--- config.mk ---
export PLATFORM = sky130hd
export DESIGN_NAME = clk_monitor
export DESIGN_NICKNAME = d
export VERILOG_FILES = /design/src/rtl/clk_monitor_pkg.sv /design/src/rtl/sync_rise_detect.sv /design/src/rtl/clk_monitor.sv
export SDC_FILE = /design/constraint.sdc
export NUM_CORES = 1
export LEC_CHECK = 0
export CELL_PAD_IN_SITES_DETAIL_PLACEMENT = 1
export CELL_PAD_IN_SITES_GLOBAL_PLACEMENT = 1
export CORE_MARGIN = 4
export CORE_UTILIZATION = 38
export DETAILED_ROUTE_END_ITERATION = 7
export PLACE_DENSITY_LB_ADDON = 0.1
export SYNTH_ARGS = -nofsm -noshare
export SYNTH_HDL_FRONTEND = slang
export SYNTH_SLANG_ARGS = --single-unit
export TNS_END_PERCENT = 5
--- constraint.sdc ---
create_clock -name clk -period 2.4 [get_ports clk]
set_input_delay 0.72 -clock clk [delete_from_list [all_inputs] [get_ports clk]]
set_output_delay 0.72 -clock clk [all_outputs]
set_load 0.02 [all_outputs]
--- src/rtl/clk_monitor_pkg.sv ---
// Shared types and default parameters for the clock monitor.
// The window-sum width helper keeps the top-level and any reader consistent.
package clk_monitor_pkg;

  typedef enum logic [1:0] {
    IDLE = 2'd0,
    ARM  = 2'd1,
    MEAS = 2'd2,
    STOP = 2'd3
  } clk_mon_state_t;

  localparam int DEF_CNT_W    = 16;
  localparam int DEF_TIMEOUT  = 1024;
  localparam int DEF_WIN_LOG2 = 3;
  localparam int DEF_EXP_MIN  = 8;
  localparam int DEF_EXP_MAX  = 12;

  // Wide enough to hold 2**win_log2 periods of cnt_w bits without overflow.
  function automatic int win_sum_w(input int cnt_w, input int win_log2);
    return cnt_w + win_log2;
  endfunction

endpackage

--- src/rtl/sync_rise_detect.sv ---
// Multi-flop synchronizer for an asynchronous level, followed by a one-cycle
// rising-edge pulse generated in the clk domain.
module sync_rise_detect #(
  parameter int STAGES = 2
) (
  input  logic clk,
  input  logic rst,
  input  logic async_in,
  output logic rise
);

  logic [STAGES-1:0] sync_p0;
  logic              prev_p1;

  always_ff @(posedge clk) begin
    if (rst) begin
      sync_p0 <= '0;
      prev_p1 <= 1'b0;
    end else begin
      sync_p0 <= {sync_p0[STAGES-2:0], async_in};
      prev_p1 <= sync_p0[STAGES-1];
    end
  end

  assign rise = sync_p0[STAGES-1] & ~prev_p1;

endmodule

--- src/rtl/clk_monitor.sv ---
// Measures the period of an asynchronous clock in clk cycles, tracks min/max,
// sums fixed-size windows and flags stopped or out-of-range behaviour.
module clk_monitor
  import clk_monitor_pkg::*;
#(
  parameter int CNT_W    = DEF_CNT_W,
  parameter int TIMEOUT  = DEF_TIMEOUT,
  parameter int WIN_LOG2 = DEF_WIN_LOG2,
  parameter int EXP_MIN  = DEF_EXP_MIN,
  parameter int EXP_MAX  = DEF_EXP_MAX
) (
  input  logic                                   clk,
  input  logic                                   rst,
  input  logic                                   en,
  input  logic                                   mon_clk,
  output logic [CNT_W-1:0]                       last_period,
  output logic                                   period_valid,
  output logic [CNT_W-1:0]                       min_period,
  output logic [CNT_W-1:0]                       max_period,
  output logic [win_sum_w(CNT_W, WIN_LOG2)-1:0]  win_sum,
  output logic                                   win_done,
  output logic                                   stopped,
  output logic                                   out_of_range
);

  localparam int               SUM_W     = win_sum_w(CNT_W, WIN_LOG2);
  localparam logic [CNT_W-1:0] TIMEOUT_C = CNT_W'(TIMEOUT);
  localparam logic [CNT_W-1:0] EXP_MIN_C = CNT_W'(EXP_MIN);
  localparam logic [CNT_W-1:0] EXP_MAX_C = CNT_W'(EXP_MAX);

  clk_mon_state_t       state;
  logic [CNT_W-1:0]     cnt;
  logic [SUM_W-1:0]     acc;
  logic [WIN_LOG2-1:0]  win_cnt;
  logic                 rise;

  function automatic logic [CNT_W-1:0] sat_inc(input logic [CNT_W-1:0] v);
    return (v == '1) ? v : v + 1'b1;
  endfunction

  function automatic logic in_range(input logic [CNT_W-1:0] v);
    return (v >= EXP_MIN_C) && (v <= EXP_MAX_C);
  endfunction

  sync_rise_detect #(.STAGES(2)) u_sync (
    .clk      (clk),
    .rst      (rst),
    .async_in (mon_clk),
    .rise     (rise)
  );

  always_ff @(posedge clk) begin
    if (rst) begin
      state        <= IDLE;
      cnt          <= '0;
      acc          <= '0;
      win_cnt      <= '0;
      last_period  <= '0;
      period_valid <= 1'b0;
      min_period   <= '1;
      max_period   <= '0;
      win_sum      <= '0;
      win_done     <= 1'b0;
      stopped      <= 1'b0;
      out_of_range <= 1'b0;
    end else begin
      period_valid <= 1'b0;
      win_done     <= 1'b0;
      if (!en) begin
        state   <= IDLE;
        stopped <= 1'b0;
      end else begin
        case (state)
          IDLE: begin
            state        <= ARM;
            min_period   <= '1;
            max_period   <= '0;
            out_of_range <= 1'b0;
            stopped      <= 1'b0;
            acc          <= '0;
            win_cnt      <= '0;
          end
          ARM: begin
            if (rise) begin
              state <= MEAS;
              cnt   <= CNT_W'(1);
            end
          end
          MEAS: begin
            // A rise on the timeout cycle still counts as a valid period.
            if (rise) begin
              last_period  <= cnt;
              period_valid <= 1'b1;
              if (cnt < min_period) min_period <= cnt;
              if (cnt > max_period) max_period <= cnt;
              if (!in_range(cnt)) out_of_range <= 1'b1;
              if (win_cnt == '1) begin
                win_sum  <= acc + SUM_W'(cnt);
                win_done <= 1'b1;
                acc      <= '0;
              end else begin
                acc <= acc + SUM_W'(cnt);
              end
              win_cnt <= win_cnt + 1'b1;
              cnt     <= CNT_W'(1);
            end else if (cnt == TIMEOUT_C) begin
              state   <= STOP;
              stopped <= 1'b1;
              acc     <= '0;
              win_cnt <= '0;
            end else begin
              cnt <= sat_inc(cnt);
            end
          end
          STOP: begin
            if (rise) begin
              state   <= MEAS;
              cnt     <= CNT_W'(1);
              stopped <= 1'b0;
            end
          end
          default: state <= IDLE;
        endcase
      end
    end
  end

endmodule

Yosys cells after proc, flatten, opt, wreduce, memory -nomap -nowiden. Cells that the tools add are included.

Register bits after elaboration: 114. Word-level logic and storage cells: 92. Output and inout port bits: 71.

Reduce and logical (&&, ||, !) cells: 18. Bitwise gates (word level): 5. Equal/unequal tests: 17. Order comparisons: 4. Add/sub/neg operators: 3. Muxes and demuxes: 31.

Operators by type and width (count): $mux W16 (8); $pmux W16 S2 (3); $mux W19 (3); $pmux W19 S2 (1); $reduce_and A4 Y1 (5); $add A19 B16 Y19 (1); $add A16 B1 Y16 const B (1); $eq A16 B11 Y1 const B (1); $eq A16 B16 Y1 const B (1); $ge A16 B4 Y1 const B (1); $gt A16 B16 Y1 (1); $le A16 B4 Y1 const B (1); $lt A16 B16 Y1 (1); $ne A2 B2 Y1 const B (7); $ne A3 B3 Y1 const B (3); $reduce_and A3 Y1 (3); $mux W1 (7); $mux W2 (3); $mux W3 (2); $pmux W2 S3 (1); $pmux W3 S2 (1); $reduce_and A5 Y1 (1); $eq A2 B2 Y1 const B (2); $not A1 Y1 (4); other kinds (14) (16).

Depth between registers and ports, before layout. Gate-level depths: netlist of the first run.

Depth in word-level cells: 5. Mapped depth: 11.

By module. Synthesis of the first run repeated with hierarchy kept, for this count alone.

Cell total of the unflattened synthesis: 797. Area total of the unflattened synthesis: 6457.4 µm².

By module, submodules not included: clk_monitor (times used 1, area an instance 6369.9 µm², cells an instance 790, seq. area each 2222.1 µm²); sync_rise_detect (times used 1, area an instance 87.6 µm², cells an instance 7, seq. area each 60.1 µm²).

Worst setup path after synthesis of the first run. OpenSTA, ideal clock, no wires.

Path type: reg-to-reg. Start point: register max_period[11]. End point: register max_period[10]. Arrival: 2.193 ns. Stages on the path, launching flop included: 12. Setup slack: 0.135 ns. Library setup time: 0.072 ns. Path through: dfxtp_1 inv_1 ha_1 and3_1 nor2b_1 nand2_1 a211oi_1 nor3_1 nor3b_1 buf_2 buf_4 mux2i_1.

Longest elaborated chain between the ends: 3.

RTL lines: from (decl) (line clk_monitor.sv:19) `output logic [CNT_W-1:0] max_period,`; from (signal assigned) (line clk_monitor.sv:95) `if (cnt > max_period) max_period <= cnt;`; $gt A16 B16 Y1 (line clk_monitor.sv:95); $ne A2 B2 Y1 (no source line); $reduce_and A4 Y1 (no source line).

No other way between the ends. A chain may end at the register's enable or synchronous reset.

Final worst setup path of the first run.
Start point: register cnt[1]. End point: register acc[16].

Longest elaborated chain between the ends: 4. Elaborated cells between the ends (all ways): 7. Those cells by class: add/sub (1); eq/ne (2); mux (3); reduce/logical (1).

RTL lines: from (decl) (line clk_monitor.sv:32) `logic [CNT_W-1:0] cnt;`; from (signal assigned) (line clk_monitor.sv:112) `cnt <= sat_inc(cnt);`; $add A19 B16 Y19 (line clk_monitor.sv:102) `acc <= acc + SUM_W'(cnt);`; $mux W19 (line clk_monitor.sv:97) `if (win_cnt == '1) begin`; $mux W19 (line clk_monitor.sv:91) `if (rise) begin`; $pmux W19 S2 (line clk_monitor.sv:73) `case (state)`; to (signal assigned) (line clk_monitor.sv:102); to (decl) (line clk_monitor.sv:33) `logic [SUM_W-1:0] acc;`.

Parallel ways exist; a longest one is shown, timed or not.

==> results of run 1 <==
[logic make-up after synthesis]
group                      Yosys count  synth area share
muxes                               35            0.0556
DFF                                114             0.362
AOI/OAI and AO/OA                  167             0.172
buffers and inverters               86            0.0595
xor gates and xnor gates            16            0.0222
adders and majority gates           52             0.104
and+or+nand+nor                    306             0.224
[how the worst max path moves through the flow]
stage | start | to | slack [ns]
4_1_cts | cnt[0] | acc[18] | 0.01
5_1_grt | cnt[0] | win_sum[18] | -0.17
2_1_floorplan | max_period[11] | max_period[10] | 0.14
6_report | cnt[1] | acc[16] | 0.006
3_3_place_gp | en | acc[16] | -0.008
3_5_place_dp | en | acc[15] | -0.09
[area by class of cell]
| cell class | instances | area share |
|---|---|---|
| tap | 216 | 0.0321 |
| inverter | 38 | 0.0170 |
| multi-input combinational | 576 | 0.439 |
| sequential | 114 | 0.271 |
| timing repair buffer | 157 | 0.169 |
| clock inverter | 13 | 0.0189 |
| clock buffer | 19 | 0.0526 |
[sequential cells by signal, indices dropped and copies added, names as in the netlist]
signal	flops
stopped	1
cnt	16
acc	19
min_period	16
u_sync.sync_p0	2
win_cnt	3
win_done	1
max_period	16
last_period	16
win_sum	19
u_sync.prev_p1	1
state	2
out_of_range	1
period_valid	1
[what timing repair did]
action | 4_1_cts | 5_1_grt
endpoints found under the setup margin | 20 | 50
gates resized for setup | 4 | 12
endpoints found under the hold margin | 0 | 0
pin swaps | 1 | 2
[per-layer routing]
metal | vias up | track usage | share of wire
met5 | - | 0 | 0
met4 | 0 | 0.0721 | 0.0090
met3 | 16 | 0.0353 | 0.035
met2 | 118 | 0.377 | 0.49
met1 | 2948 | 0.293 | 0.46
li1 | 2957 | - | -
[power breakdown]
| group | internal [mW] | switching (mW) |
|---|---|---|
| Sequential | 1.90 | 0.00434 |
| Clock | 1.66 | 0.946 |
| Combinational | 0.0616 | 0.0960 |
| Total | 3.62 | 1.05 |
[critical path, delay by kind of cell, from the launching register on]
family	cells	cell delay, ns
simple gates	3	1.07
flops	1	0.43
compound gates	3	0.42
buf+inv	2	0.20
fa+ha+maj	1	0.19
[cells in the mapped netlist, types with 3 or more instances]
library cell | number | share of area
and3_1 | 5 | 0.0050
a31oi_1 | 7 | 0.0069
a211oi_1 | 8 | 0.0095
ha_1 | 51 | 0.10
o21ai_0 | 27 | 0.021
buf_1 | 3 | 0.0018
mux2i_1 | 35 | 0.056
nor3_1 | 7 | 0.0056
buf_2 | 13 | 0.010
o21a_1 | 5 | 0.0060
xor2_1 | 11 | 0.015
a22o_1 | 4 | 0.0056
a21oi_1 | 62 | 0.049
nand4b_1 | 3 | 0.0042
nor2b_1 | 10 | 0.0099
a22oi_1 | 12 | 0.014
inv_1 | 38 | 0.023
nand2_1 | 108 | 0.064
o21bai_1 | 3 | 0.0036
nor2_1 | 91 | 0.054
nor4_1 | 6 | 0.0060
dfxtp_1 | 114 | 0.36
and2_1 | 3 | 0.0030
a21o_1 | 7 | 0.0083
nand4_1 | 13 | 0.013
o211ai_1 | 4 | 0.0048
nand3_1 | 18 | 0.014
xnor2_1 | 5 | 0.0069
a311oi_1 | 7 | 0.0097
nand2b_1 | 26 | 0.026
nand3b_1 | 5 | 0.0060
clkbuf_1 | 27 | 0.016
==> results.cfg, run 1 <==
[clock_tree]
h-tree-depth = 4
cts-root-buf = clkbuf_16
clock_path_buffers = 2
clk_pin_slew_ns = 0.06
cts_tree = built
cts_buffers = 17
clock_latency_ns = 0.42
cts.sinks = 114
cts_hold_buffers = 0
cts_setup_buffers = 0

[timing]
fin_setup_tns_ns = 0
slew_viol_final = 0
hold_viol = 0
tightest_slew_ns = 1.11
min_period_ns = 2.39
skew_ns = 0.0132
fin_crit_sh = 0.998
rsz0062_at_grt = yes
slew_headroom = 0.257
layout_setup_ws_ns = 0.00552
holdWs_ns = 0.456
max_freq_mhz = 418
setup_viol = 0

[grt]
grt_pass1_vias = 6356
antenna_found_initial = 0
overflow = 0
grtUsageTotal = 0.224
grt_pass1_wl_um = 33000
grt_max_degree = 57

[synth]
synth_edf_count = 0
ys_ff_latch = 114
synthesis.nets = 832
yosysSeqAreaShare = 0.362
synth_area_mm2 = 0.00631
synthArstFlopShare = 0
synth_cell_types = 61
avgSynthCellArea_um2 = 8.13
ys_warn_count = 0
ys.flop_type = dfxtp_1
synthCells = 776

[hold_path]
hp-start = u_sync.sync_p0[0]
min_to = u_sync.sync_p0[1]
hold_path_depth = 1
hp-class = register to register

[worst_setup_path]
regToRegSetupSlack_ns = 0.006
rr_worst_depth = 9
path_class = register to register
critPathCaptureType = register
cp_slowest_cell = nor2b_1
cp_max_fo = 9
start_kind = register
cpPeakStageDelay_ns = 0.65
cp_common_cell = o21ai_0
arrival_ns = 2.73
reg2reg_to = acc[16]
worstPathRequired_ns = 2.74
path_cells = buf_4 -> inv_1 -> ha_1 -> nor4bb_1 -> and4_2 -> o21bai_1 -> nor2b_1 -> o21ai_0 -> o21ai_0
rr_startpoint = cnt[1]

[drt]
ant_nets = 0
avgViaCountPerCell = 5.33
drtPass1Iterations = 5
post_drt_wl_per_cell_um = 17.9
first_iter_violations = 248
drc = 0
vias = 6039
drt-total-wl_um = 20200

[place]
place_congestion = 0.885
dpl_cell_area_mm2 = 0.00776
placed_cells_incl_taps = 1101
numPortBuffers = 74
hpwlAfterDp_um = 15000
post-place-ws_ns = -0.0851

[cells_and_area]
final_area_mm2 = 0.00841
final_common_cell = dfxtp_1
fill_cells = 1889
multi_input_area_mm2 = 0.00370
seqCellArea_mm2 = 0.00228
layout_common_cells = 113 x dfxtp_1, 107 x nand2_1, 91 x nor2_1
area_growth_pct = 33.4
drive_gt1_frac = 0.149
final_util = 0.524
layout.cells.non_filler = 1133
diodes = 0
final_nets = 960

[floorplan]
ios = 75
initial_core_util = 0.393
coreArea_mm2 = 0.0161
die_area_mm2 = 0.0187
num_rows = 46
die_h_um = 137
die_w_um = 137

[run]
drv.max_cap_violation_count = 0

[pwr]
power.static_leakage_nw = 3.60
powerDensity_mw_per_mm2 = 554
vdd_ir_drop_max_uv = 508
power_mw = 4.66

[run_status]
outcome = finished clean
Note: power is estimated with default switching activity, not from simulation.
==> run 2, diff against run 1 <==
Settings changed: SYNTH_HIERARCHICAL set to 1.
Clock period 2.4 ns to 2.1 ns, I/O delays scaled along.
==> results.cfg, run 2 <==
[run_status]
outcome = finished with violations
violations = setup timing

[worst_setup_path]
cp_max_fo = 3
cpPeakStageDelay_ns = 0.39
path_cells = ha_4 -> fa_2 -> a21o_1 -> a221oi_4 -> o221ai_2 -> a21oi_2 -> buf_4 -> nor4_1 -> a311o_1
worstPathRequired_ns = 2.43
critPathCaptureType = register
cp.buffers_inverters = 1
cp_slowest_cell = a221oi_4
critPathTopFamily = compound AO/OA/AOI/OAI gates
arrival_ns = 2.78
path_class = register to register
start_kind = register

[synth]
synth_top_area_frac = 0.353
ys_warn_count = 6
avgSynthCellArea_um2 = 8.10
synth_most_common_cell = nand2_1
yosys-top-cells-count = 119 x nand2_1, 114 x dfxtp_1, 83 x nor2_1
synthesis.nets = 853
yosysSeqAreaShare = 0.353
synthCells = 797
synthArstFlopShare = 0
synth_edf_count = 0
synth_area_mm2 = 0.00646
ys.flop_type = dfxtp_1
ys_ff_latch = 114
synth_area_leader_cell = dfxtp_1
synth_cell_types = 72
synth_area_leaders = dfxtp_1 35%, ha_1 9.9%, nand2_1 6.9%, a21oi_1 5.5%, mux2i_1 5.1%

[grt]
grt_max_degree = 34
grt_pass1_vias = 7514
overflow = 0
grt_pass1_wl_um = 40300
antenna_found_initial = 0
grtUsageTotal = 0.264

[place]
numPortBuffers = 74
hpwlAfterDp_um = 18500
place_congestion = 0.901
dpl_cell_area_mm2 = 0.00863

[timing]
max_freq_mhz = 408
skew_ns = 0.0107
slew_viol_final = 0
rsz0062_at_grt = yes
slew_headroom = 0.419
fin_crit_sh = 1.17
hold_viol = 0
holdWs_ns = 0.457
tightest_slew_ns = 0.871
min_period_ns = 2.45
layout_setup_ws_ns = -0.350
setup_viol = 39
fin_setup_tns_ns = -6.36

[drt]
first_iter_violations = 317
avgViaCountPerCell = 5.46
drtPass1Iterations = 4
vias = 6838
ant_nets = 0
drt-total-wl_um = 25300
drc = 0
post_drt_wl_per_cell_um = 20.2

[pwr]
vdd_ir_drop_max_uv = 583
swShare = 0.245
p_comb_frac = 0.045
power.static_leakage_nw = 4.18
clkPwrFrac = 0.523
p_sw_mw = 1.23
p_int_mw = 3.79
seq_power_share = 0.432
powerDensity_mw_per_mm2 = 516

[cells_and_area]
final_area_mm2 = 0.00971
multi_input_area_mm2 = 0.00427
final_common_cell = buf_4
fill_cells = 1959
layout_common_cells = 166 x buf_4, 119 x nand2_1, 98 x dfxtp_1
area_growth_pct = 50.4
final_nets = 1075
reg.largest.list = acc x19, win_sum x19
drive_gt1_frac = 0.296
diodes = 0
seqCellArea_mm2 = 0.00232

[floorplan]
initial_core_util = 0.388
die_h_um = 138
coreArea_mm2 = 0.0166
die_w_um = 138
die_area_mm2 = 0.0191
ios = 75
num_rows = 47

[run]
drv.max_cap_violation_count = 0

[clock_tree]
cts.sinks = 114
clock_path_buffers = 2
cts_tree = built
clk_pin_slew_ns = 0.06
h-tree-depth = 4
cts_hold_buffers = 0
cts_buffers = 17
clock_latency_ns = 0.44
cts-root-buf = clkbuf_16

[hold_path]
hp-class = register to register
-- run 2: cell count changes in the layout (fill, tap and decap cells not counted), moves of 8 or more --
cell,before,now
buf_4,78,166
clkdlybuf4s50_1,73,50
nand2b_1,26,5
dlygate4sd2_1,0,20
dfxtp_1,113,98
ha_1,51,38
nand2_1,107,119
ha_4,0,11
o21ai_0,26,16
o21ai_1,1,11
a21oi_2,0,9
nor2_1,91,82
dfxtp_2,1,9
-- run 2: stage by stage --
step | power [mW] | std cells | worst slack [ns] | util
2_1_floorplan | 2.34 | 797 | -0.0850 | -
3_3_place_gp | 2.42 | 1212 | -0.450 | 0.519
3_5_place_dp | 2.42 | 1212 | -0.480 | 0.519
4_1_cts | 5.06 | 1250 | -0.226 | 0.571
5_1_grt | 5.19 | 1252 | -0.431 | 0.583
6_report | 5.01 | 1252 | -0.350 | 0.583
-- run 2: final timing paths --
kind         slack (ns)  cells after the start            from              to
max               -0.35                      9          acc[0]     win_sum[18]
min reg2reg        0.46                      2  last_period[7]  last_period[7]
min                0.46                      2  last_period[7]  last_period[7]
max reg2reg       -0.35                      9          acc[0]     win_sum[18]
-- run 2: power groups by stage --
stage | combinational, mW | clock (mW) | sequential, mW
after floorplan | 0.119 | 0 | 2.22
after global placement | 0.199 | 0 | 2.22
after detailed placement | 0.204 | 0 | 2.22
after CTS | 0.223 | 2.67 | 2.16
after global routing | 0.240 | 2.79 | 2.16
final | 0.227 | 2.62 | 2.16
-- run 2: cells by family after synthesis --
logic type                 count (synthesis)  synth area share
xor gates and xnor gates                  19            0.0258
DFF                                      114             0.353
buffers and inverters                     91            0.0610
muxes                                     33            0.0512
and+or+nand+nor                          301             0.213
AOI/OAI and AO/OA                        187             0.194
adders and majority gates                 52             0.102
-- run 2: what timing repair did --
action / CTS / global route
gates resized for setup: 79 / 44
setup buffers: 5 / 2
pin swaps: 24 / 17
cloned: 1 / 0
endpoints found under the setup margin: 93 / 85
-- run 2: routing by layer --
metal	up-vias	part of all wire	routed length, um	GRT usage
met4	0	0.024	605	0.0879
li1	3273	-	-	-
met2	121	0.52	13100	0.476
met1	3391	0.43	10800	0.317
met5	-	0	0	0
met3	53	0.032	810	0.0456
-- run 2: area by class of cell --
cell class                      count  area share
Clock buffer                       20      0.0460
Inverter                           42      0.0162
Multi-Input combinational cell    592       0.440
Tap cell                          220      0.0283
Sequential cell                   114       0.239
Clock inverter                     12     0.00889
Timing Repair Buffer              252       0.221
-- run 2: worst register-to-register path: stages, from the launching register on --
cell and delay, ns:
dfxtp_2 0.33, ha_4 0.16, fa_2 0.37, a21o_1 0.23, a221oi_4 0.39, o221ai_2 0.20, a21oi_2 0.22, buf_4 0.13
nor4_1 0.04, a311o_1 0.27
